## src/rtl/sdram_arb_pkg.sv

```systemverilog
// Shared types and default widths for the SDRAM host-port arbiter.
package sdram_arb_pkg;

  localparam int unsigned DefNumPorts = 2;
  localparam int unsigned DefAddrW    = 24;
  localparam int unsigned DefDataW    = 16;
  localparam int unsigned DefStartTmo = 15;

  typedef enum logic [1:0] {
    StIdle,
    StIssue,
    StWaitDone,
    StComplete
  } arb_state_e;

  // Index width that stays legal for a single-port build.
  function automatic int unsigned idx_width(int unsigned n);
    return (n > 1) ? $clog2(n) : 1;
  endfunction

endpackage

```

## src/rtl/sdram_host_arbiter_if.sv

```systemverilog
// Client request bus plus controller host port seen by the arbiter.
interface sdram_host_arbiter_if #(
  parameter int unsigned NUM_PORTS = sdram_arb_pkg::DefNumPorts,
  parameter int unsigned ADDR_W    = sdram_arb_pkg::DefAddrW,
  parameter int unsigned DATA_W    = sdram_arb_pkg::DefDataW
);
  localparam int unsigned IdxW = sdram_arb_pkg::idx_width(NUM_PORTS);

  // Client side
  logic [NUM_PORTS-1:0]        req_valid;
  logic [NUM_PORTS-1:0]        req_we;
  logic [NUM_PORTS*ADDR_W-1:0] req_addr;
  logic [NUM_PORTS*DATA_W-1:0] req_wdata;
  logic [NUM_PORTS-1:0]        req_ack;
  logic                        req_err;
  logic [DATA_W-1:0]           rd_data;
  logic [IdxW-1:0]             grant_id;

  // Controller side
  logic [ADDR_W-1:0]           haddr;
  logic [DATA_W-1:0]           data_input;
  logic                        rd_enable;
  logic                        wr_enable;
  logic                        busy;
  logic [DATA_W-1:0]           data_output;

  // Arbiter view
  modport slave (
    input  req_valid, req_we, req_addr, req_wdata, busy, data_output,
    output req_ack, req_err, rd_data, grant_id, haddr, data_input, rd_enable, wr_enable
  );

  // Clients plus controller view
  modport master (
    output req_valid, req_we, req_addr, req_wdata, busy, data_output,
    input  req_ack, req_err, rd_data, grant_id, haddr, data_input, rd_enable, wr_enable
  );

endinterface

```

## src/rtl/sdram_rr_picker.sv

```systemverilog
// Combinational round-robin pick: first requester at or above the pointer, with wrap.
module sdram_rr_picker #(
  parameter int unsigned NUM_PORTS = 2,
  parameter int unsigned IdxW      = 1
) (
  input  logic [NUM_PORTS-1:0] req_i,
  input  logic [IdxW-1:0]      ptr_i,
  output logic [NUM_PORTS-1:0] gnt_o,
  output logic [IdxW-1:0]      idx_o,
  output logic                 any_o
);

  // Scan candidates in priority order starting at the pointer; first hit wins.
  always_comb begin
    logic [IdxW-1:0] cand;
    cand  = '0;
    gnt_o = '0;
    idx_o = '0;
    any_o = 1'b0;
    for (int unsigned i = 0; i < NUM_PORTS; i++) begin
      cand = IdxW'((32'(ptr_i) + i) % NUM_PORTS);
      if (!any_o && req_i[cand]) begin
        any_o       = 1'b1;
        gnt_o[cand] = 1'b1;
        idx_o       = cand;
      end
    end
  end

endmodule

```

## src/rtl/sdram_host_arbiter.sv

```systemverilog
// Shares the single sdram_controller host port between NUM_PORTS clients.
// Round-robin grant, one transaction in flight, start timeout when busy never rises.
module sdram_host_arbiter import sdram_arb_pkg::*; #(
  parameter int unsigned NUM_PORTS = DefNumPorts,
  parameter int unsigned ADDR_W    = DefAddrW,
  parameter int unsigned DATA_W    = DefDataW,
  parameter int unsigned START_TMO = DefStartTmo
) (
  input logic                 clk,
  input logic                 rst_n,
  sdram_host_arbiter_if.slave host_io
);

  localparam int unsigned IdxW = idx_width(NUM_PORTS);
  localparam int unsigned CntW = $clog2(START_TMO + 1);

  arb_state_e           state_q, state_d;
  logic [IdxW-1:0]      ptr_q, ptr_d;
  logic [IdxW-1:0]      grant_id_q, grant_id_d;
  logic [NUM_PORTS-1:0] owner_q, owner_d;
  logic                 op_q, op_d;  // 1 = write
  logic [ADDR_W-1:0]    haddr_q, haddr_d;
  logic [DATA_W-1:0]    wdata_q, wdata_d;
  logic [DATA_W-1:0]    rd_data_q, rd_data_d;
  logic [CntW-1:0]      cnt_q, cnt_d;
  logic                 err_q, err_d;

  logic [NUM_PORTS-1:0] pick_oh;
  logic [IdxW-1:0]      pick_idx;
  logic                 pick_any;
  logic                 sel_we;
  logic [ADDR_W-1:0]    sel_addr;
  logic [DATA_W-1:0]    sel_wdata;

  sdram_rr_picker #(
    .NUM_PORTS (NUM_PORTS),
    .IdxW      (IdxW)
  ) u_picker (
    .req_i (host_io.req_valid),
    .ptr_i (ptr_q),
    .gnt_o (pick_oh),
    .idx_o (pick_idx),
    .any_o (pick_any)
  );

  // Mux the picked port's request fields.
  always_comb begin
    sel_we    = 1'b0;
    sel_addr  = '0;
    sel_wdata = '0;
    for (int unsigned p = 0; p < NUM_PORTS; p++) begin
      if (pick_oh[p]) begin
        sel_we    = host_io.req_we[p];
        sel_addr  = host_io.req_addr[p*ADDR_W +: ADDR_W];
        sel_wdata = host_io.req_wdata[p*DATA_W +: DATA_W];
      end
    end
  end

  // Next-state logic for the transaction FSM and its latches.
  always_comb begin
    state_d    = state_q;
    ptr_d      = ptr_q;
    grant_id_d = grant_id_q;
    owner_d    = owner_q;
    op_d       = op_q;
    haddr_d    = haddr_q;
    wdata_d    = wdata_q;
    rd_data_d  = rd_data_q;
    cnt_d      = cnt_q;
    err_d      = err_q;
    unique case (state_q)
      StIdle: begin
        // Controller busy (init/refresh) blocks any new grant.
        if (!host_io.busy && pick_any) begin
          state_d    = StIssue;
          grant_id_d = pick_idx;
          owner_d    = pick_oh;
          op_d       = sel_we;
          haddr_d    = sel_addr;
          wdata_d    = sel_wdata;
          cnt_d      = '0;
          err_d      = 1'b0;
        end
      end
      StIssue: begin
        if (host_io.busy) begin
          state_d = StWaitDone;
        end else begin
          cnt_d = cnt_q + CntW'(1);
          if (cnt_d == CntW'(START_TMO)) begin
            state_d = StComplete;
            err_d   = 1'b1;
          end
        end
      end
      StWaitDone: begin
        if (!host_io.busy) begin
          if (!op_q) begin
            rd_data_d = host_io.data_output;
          end
          state_d = StComplete;
        end
      end
      StComplete: begin
        ptr_d   = (grant_id_q == IdxW'(NUM_PORTS - 1)) ? '0 : grant_id_q + IdxW'(1);
        state_d = StIdle;
      end
      default: state_d = StIdle;
    endcase
  end

  // State and latch registers; reset aborts any transaction silently.
  always_ff @(posedge clk or negedge rst_n) begin
    if (!rst_n) begin
      state_q    <= StIdle;
      ptr_q      <= '0;
      grant_id_q <= '0;
      owner_q    <= '0;
      op_q       <= 1'b0;
      haddr_q    <= '0;
      wdata_q    <= '0;
      rd_data_q  <= '0;
      cnt_q      <= '0;
      err_q      <= 1'b0;
    end else begin
      state_q    <= state_d;
      ptr_q      <= ptr_d;
      grant_id_q <= grant_id_d;
      owner_q    <= owner_d;
      op_q       <= op_d;
      haddr_q    <= haddr_d;
      wdata_q    <= wdata_d;
      rd_data_q  <= rd_data_d;
      cnt_q      <= cnt_d;
      err_q      <= err_d;
    end
  end

  // Decode enables and the completion pulse from registered state only.
  always_comb begin
    host_io.rd_enable = (state_q == StIssue) && !op_q;
    host_io.wr_enable = (state_q == StIssue) && op_q;
    host_io.req_ack   = (state_q == StComplete) ? owner_q : '0;
    host_io.req_err   = (state_q == StComplete) && err_q;
  end

  assign host_io.rd_data    = rd_data_q;
  assign host_io.grant_id   = grant_id_q;
  assign host_io.haddr      = haddr_q;
  assign host_io.data_input = wdata_q;

endmodule

```

## src/flat_wrapper.sv

```systemverilog
// flat-port wrapper written by rule: the top's interface ports become plain ports
module sdram_host_arbiter_flat import sdram_arb_pkg::*;
#(
  parameter int unsigned NUM_PORTS = DefNumPorts,
  parameter int unsigned ADDR_W    = DefAddrW,
  parameter int unsigned DATA_W    = DefDataW,
  parameter int unsigned START_TMO = DefStartTmo
)
  (clk, rst_n, host_io_req_valid, host_io_req_we, host_io_req_addr, host_io_req_wdata, host_io_busy, host_io_data_output, host_io_req_ack, host_io_req_err, host_io_rd_data, host_io_grant_id, host_io_haddr, host_io_data_input, host_io_rd_enable, host_io_wr_enable);
  sdram_host_arbiter_if #(.NUM_PORTS(NUM_PORTS), .ADDR_W(ADDR_W), .DATA_W(DATA_W)) host_io_i ();
  input logic clk;
  input logic rst_n;
  input wire logic [$bits(host_io_i.req_valid)-1:0] host_io_req_valid;
  input wire logic [$bits(host_io_i.req_we)-1:0] host_io_req_we;
  input wire logic [$bits(host_io_i.req_addr)-1:0] host_io_req_addr;
  input wire logic [$bits(host_io_i.req_wdata)-1:0] host_io_req_wdata;
  input wire logic [$bits(host_io_i.busy)-1:0] host_io_busy;
  input wire logic [$bits(host_io_i.data_output)-1:0] host_io_data_output;
  output wire logic [$bits(host_io_i.req_ack)-1:0] host_io_req_ack;
  output wire logic [$bits(host_io_i.req_err)-1:0] host_io_req_err;
  output wire logic [$bits(host_io_i.rd_data)-1:0] host_io_rd_data;
  output wire logic [$bits(host_io_i.grant_id)-1:0] host_io_grant_id;
  output wire logic [$bits(host_io_i.haddr)-1:0] host_io_haddr;
  output wire logic [$bits(host_io_i.data_input)-1:0] host_io_data_input;
  output wire logic [$bits(host_io_i.rd_enable)-1:0] host_io_rd_enable;
  output wire logic [$bits(host_io_i.wr_enable)-1:0] host_io_wr_enable;
  assign host_io_i.req_valid = host_io_req_valid;
  assign host_io_i.req_we = host_io_req_we;
  assign host_io_i.req_addr = host_io_req_addr;
  assign host_io_i.req_wdata = host_io_req_wdata;
  assign host_io_i.busy = host_io_busy;
  assign host_io_i.data_output = host_io_data_output;
  assign host_io_req_ack = host_io_i.req_ack;
  assign host_io_req_err = host_io_i.req_err;
  assign host_io_rd_data = host_io_i.rd_data;
  assign host_io_grant_id = host_io_i.grant_id;
  assign host_io_haddr = host_io_i.haddr;
  assign host_io_data_input = host_io_i.data_input;
  assign host_io_rd_enable = host_io_i.rd_enable;
  assign host_io_wr_enable = host_io_i.wr_enable;
  sdram_host_arbiter #(.NUM_PORTS(NUM_PORTS), .ADDR_W(ADDR_W), .DATA_W(DATA_W), .START_TMO(START_TMO)) u_core (.clk(clk), .rst_n(rst_n), .host_io(host_io_i));
endmodule
```

## config.mk

```make
export PLATFORM = sky130hd
export DESIGN_NAME = sdram_host_arbiter_flat
export DESIGN_NICKNAME = d
export VERILOG_FILES = /design/src/rtl/sdram_arb_pkg.sv /design/src/rtl/sdram_host_arbiter_if.sv /design/src/rtl/sdram_rr_picker.sv /design/src/rtl/sdram_host_arbiter.sv /design/src/flat_wrapper.sv
export SDC_FILE = /design/constraint.sdc
export NUM_CORES = 1
export LEC_CHECK = 0
export CELL_PAD_IN_SITES_DETAIL_PLACEMENT = 1
export CELL_PAD_IN_SITES_GLOBAL_PLACEMENT = 1
export CORE_MARGIN = 2
export CORE_UTILIZATION = 29
export DETAILED_ROUTE_END_ITERATION = 12
export PLACE_DENSITY = 0.92
export SLEW_MARGIN = 20
export SYNTH_ARGS = -nofsm -noshare
export SYNTH_HDL_FRONTEND = slang
export SYNTH_HIERARCHICAL = 1
export SYNTH_SLANG_ARGS = --single-unit
```

## constraint.sdc

```tcl
create_clock -name clk -period 2.22 [get_ports clk]
set_input_delay 0.222 -clock clk [delete_from_list [all_inputs] [get_ports clk]]
set_output_delay 0.222 -clock clk [all_outputs]
set_load 0.01 [all_outputs]
```

Word-level counts from Yosys, hierarchy flattened --
Index checks and enable logic that the tools add are counted. W data, S select, Z words.
Operators by class: $add $sub $neg 3, $mul 0, divide/modulo/power cells 0, order comparisons 4, equal/unequal tests 9, shifts and indexed selects 0, muxes and demuxes 34, bitwise logic cells 3, reductions and logical operators 17
Operator list (count):
- $mux W24 | 2
- $mux W16 | 2
- $mux W1 | 16
- $mux W2 | 7
- $reduce_and A3 Y1 | 3
- $mux W4 | 2
- $pmux W2 S4 | 1
- $pmux W4 S2 | 1
- $logic_and A1 B1 Y1 | 7
- $add A4 B1 Y4 const B | 1
- $eq A2 B2 Y1 const B | 2
- $eq A4 B4 Y1 const B | 1
- $lt A1 B2 Y1 const B | 2
- $ne A2 B1 Y1 const B | 2
- $ne A2 B2 Y1 const B | 2
- $reduce_and A4 Y1 | 1
- $logic_not A1 Y1 | 3
- $ne A3 B2 Y1 const B | 1
- $add A1 B1 Y1 const B | 2
- $demux W1 S1 | 2
- $eq A2 B1 Y1 const B | 1
- $ge A1 B1 Y1 const B | 2
- $logic_not A2 Y1 | 1
- $not A1 Y1 | 2
- other kinds (4) | 4
Word-level totals: register bits after elaboration 68, latch bits 0, RAM bits 0, bits in read-only memories 0, bits of input ports 103, output and inout bits 62, word-level logic and storage cells 80, memories 0

Logic depth before layout (Yosys ltp) --
depth after elaboration 9, gate-level depth with buffers 8, gate-level depth less buffers 6

Cells and area by module --
Netlist, hierarchy kept.
Modules (own cells, without submodules):
- sdram_host_arbiter | instances 1, cells an instance 299, area an instance 3146.8 sq um, seq. area each 1701.6 sq um
- sdram_rr_picker | instances 1, cells an instance 5, area an instance 32.5 sq um, seq. area each 0.0 sq um

Worst setup path before layout --
OpenSTA, ideal clock, no wires.
kind register -> register, from register u_core.state_q[1], to register u_core.state_q[1], data arrival time 1.687 ns, data required time 2.093 ns, setup slack 0.405 ns, stages on the path, launching flop included 8, buffers on the path 1, clock period less this slack 1.815 ns, path through dfrtp_1 -> inv_1 -> ha_1 -> buf_2 -> nand2b_1 -> a41oi_1 -> a222oi_1 -> mux2_1
On the way: word-level cells in the longest chain between the ends 3
Ends and longest elaborated chain:
- start, declared | line sdram_host_arbiter.sv:17 | arb_state_e state_q, state_d;
- start signal, assigned | line sdram_host_arbiter.sv:116 | state_q <= StIdle;
- start signal, assigned | line sdram_host_arbiter.sv:127 | state_q <= state_d;
- $eq A2 B1 Y1, or another cell as far along | line sdram_host_arbiter.sv:72 | unique case (state_q)
- $ne A3 B2 Y1 (no source line), or another cell as far along
- $reduce_and A3 Y1 (no source line)
Parallel ways exist; a longest one is shown, timed or not. A chain may end at the register's enable or synchronous reset.

Worst setup path in the final report --
from register u_core.cnt_q[0], to register u_core.state_q[1]
On the way: word-level cells in the longest chain between the ends 4
Ends and longest elaborated chain:
- start, declared | line sdram_host_arbiter.sv:25 | logic [CntW-1:0] cnt_q, cnt_d;
- start signal, assigned | line sdram_host_arbiter.sv:135 | cnt_q <= cnt_d;
- $add A4 B1 Y4 | line sdram_host_arbiter.sv:90 | cnt_d = cnt_q + CntW'(1);
- $eq A4 B4 Y1 | line sdram_host_arbiter.sv:91 | if (cnt_d == CntW'(START_TMO)) begin
- $ne A3 B2 Y1 (no source line)
- $reduce_and A3 Y1 (no source line)
No other way between the ends.

==> reports/results.tsv <==
metric	value	unit
synth_area	3180	um2
place_hpwl	7800	um
wire_per_inst	16.6	um
wl	10100	um
setup_viol	0	
root_buffer	clkbuf_8	
grt_setup_unrepaired	false	
viasPerCell	4.85	
synthCells	304	
drtIter0Drc	74	
skew	0.00833	ns
syn-num-nets	414	
pwr_density_cell	1230	nW/um2
clk_pin_slew	0.08	ns
num_vias	2958	
io_buffers	164	
start_kind	register	
final_common_cell	clkdlybuf4s50_1	
cp-end-kind	register	
hold_ws	-0.0309	ns
crit_chain	ha_1 -> nor2b_1 -> o211ai_1 -> a222oi_1 -> mux2_1	
relSlewSlack	43.1	%
ys_seq_area_share	53.5	%
antenna_found_initial	0	
start_util	29.6	%
crit_path_top_delay_cell	a222oi_1	
grt_pass1_wl	15900	um
postCtsHoldBufs	0	
ir_worst_vdd	0.528	mV
synth_area_leaders	dfrtp_1 54%, a22oi_1 9.4%, mux2_2 6.7%	
placed_cells	594	
instances_no_fill	610	
io_pins	165	
min_period	2.09	ns
grt_use_total	17.5	%
gp_congestion	0.839	
cts_max_level	3	
failed_checks	hold timing	
cts.sinks	68	
tns	0	ns
die_area	11800	um2
yosys_register_bits	68	
coreArea	10700	um2
clock_path_buffers	2	
fmax	478	MHz
status	finished, violations left	
postCtsSetupBuffers	0	
detail-route-antenna-nets	0	
crit_type	reg2reg	
yosys_warnings	6	
critPathMaxFanout	7	
p_leak	2.16	nW
synth.top_cell.area_share	53.5	%
grt_start_max_net_pins	69	
hp-class	in2async	
worstPathRequired	2.44	ns
final_cell_mix	163 x clkdlybuf4s50_1, 68 x dfrtp_1, 46 x nand2_1, 42 x o21ai_0, 40 x a22oi_1	
dr.pass1.iters	4	
final_hold_viol_count	26	
synth_top_cell_by_area	dfrtp_1	
cap_violations	0	
fin_crit_sh	94.1	%
cts_tree	done	
cp_data_arrival_time	2.31	ns
syn2layout_area_growth	64.4	%
max_slew.worst_pin.slew	0.853	ns
grt_pass1_vias	3233	
insertion_delay	0.34	ns
die_w	109	um
grt-ovfl-total	0	
drive_gt1_share	10.9	%
drt_drc_violations_left	0	
num_antenna_cells	0	
row_count	38	
max_stage_delay	0.48	ns
yosysUniqueCellTypes	38	
maxSlewViolCount	0	
nets	575	
die_h	109	um
cts_buffers	9	
syn-mean-instance-area	10.5	um2
[worst paths after layout]
kind                                                            from  slack, ns                                        end  depth (start not counted)
worst min-delay path                                           rst_n      -0.03                u_core/cnt_q[3]$_DFFE_PN0P_                          1
max in group asynchronous                                      rst_n       1.67  u_core/host_io.data_input[14]$_DFFE_PN0P_                          1
worst max register to register           u_core/cnt_q[0]$_DFFE_PN0P_       0.13              u_core/state_q[1]$_DFFE_PN0P_                          5
worst min register to register  u_core/host_io.haddr[18]$_DFFE_PN0P_       0.48       u_core/host_io.haddr[18]$_DFFE_PN0P_                          2
worst max-delay path                     u_core/cnt_q[0]$_DFFE_PN0P_       0.13              u_core/state_q[1]$_DFFE_PN0P_                          5
min in group clk                u_core/host_io.haddr[18]$_DFFE_PN0P_       0.48       u_core/host_io.haddr[18]$_DFFE_PN0P_                          2
[cell families (layout without fill, tap and decap cells)]
logic type               count (synthesis)  count (layout)  synth area share [%]
flip-flops                              68              68                  53.5
AO/OA/AOI/OAI                          104             104                  21.3
buffers and inverters                   31             197                  4.37
multiplexers                            23              23                  8.07
AND/OR/NAND/NOR                         71              71                  10.0
adder cells (fa/ha/maj)                  7               7                  2.75
[sequential cells by signal (all words and copies together) (netlist names)]
register	count
u_core/host_io.grant_id	1
u_core/host_io.data_input	16
u_core/state_q	2
u_core/err_q	1
u_core/owner_q	2
u_core/host_io.rd_data	16
u_core/host_io.haddr	24
u_core/cnt_q	4
u_core/ptr_q	1
u_core/op_q	1
[cell usage after synthesis, drive strengths merged]
master and instances:
mux2 21, and2 4, o2bb2ai 1, buf 9, dfrtp 68, nor2 6, inv 8, a22o 1
a31o 1, ha 7, a222oi 1, nand3b 1, nor3 2, nand3 2, clkbuf 14, a221o 1
and3b 1, a22oi 40, o22ai 2, o22a 1, or2 1, nand2 46, nand2b 5, a21boi 4
o221ai 1, mux2i 2, a21oi 5, a2bb2oi 1, o21ai 42, a41oi 1, o32ai 1, o211ai 1
nor3b 1, nor2b 2
[final cells by class]
class                   instances  area [um2]
repair buffers                173        1740
flip-flops and latches         68        1700
clock buffers                   9         124
well taps                     140         175
multi-input cells             205        1370
fillers                      1203        5520
clock inverters                 7        81.3
inverters                       8        30.0
[through the flow]
| step | setup slack (ns) | cell area (um2) | total power (W) | util [%] |
|---|---|---|---|---|
| floorplan | 0.405 | 3180 | 0.00363 | - |
| global placement | 0.280 | 5010 | 0.00521 | 46.6 |
| detailed placement | 0.117 | 5010 | 0.00540 | 46.6 |
| CTS | 0.0588 | 5230 | 0.00652 | 48.6 |
| global route | 0.0270 | 5230 | 0.00688 | 48.6 |
| finish | 0.130 | 5230 | 0.00640 | 48.6 |
[report_power, final]
| group | internal (W) | switching [W] |
|---|---|---|
| Sequential | 0.00185 | 0.000409 |
| Clock | 0.000534 | 0.000523 |
| Combinational | 0.00173 | 0.00135 |
| Total | 0.00412 | 0.00228 |
[per-layer routing]
metal,vias up,GRT usage [%],share of wire [%]
met3,12,5.80,8.2
met5,-,0,0
li1,1408,-,-
met2,108,32.6,52
met1,1430,18.6,38
met4,0,5.31,1.1
[timing repair]
| action | CTS | global route |
|---|---|---|
| gates cloned | 0 | 0 |
| setup endpoints to repair | 2 | 1 |
| resized for setup | 2 | 1 |
[critical path: cells and delay by family, from the launching register on]
kind,cells,cell delay [ns]
adder cells (fa/ha/maj),1,0.29
flip-flops,1,0.46
multiplexers,1,0.37
AO/OA/AOI/OAI,2,0.65
AND/OR/NAND/NOR,1,0.19
Power figures use the tool's default switching activity.
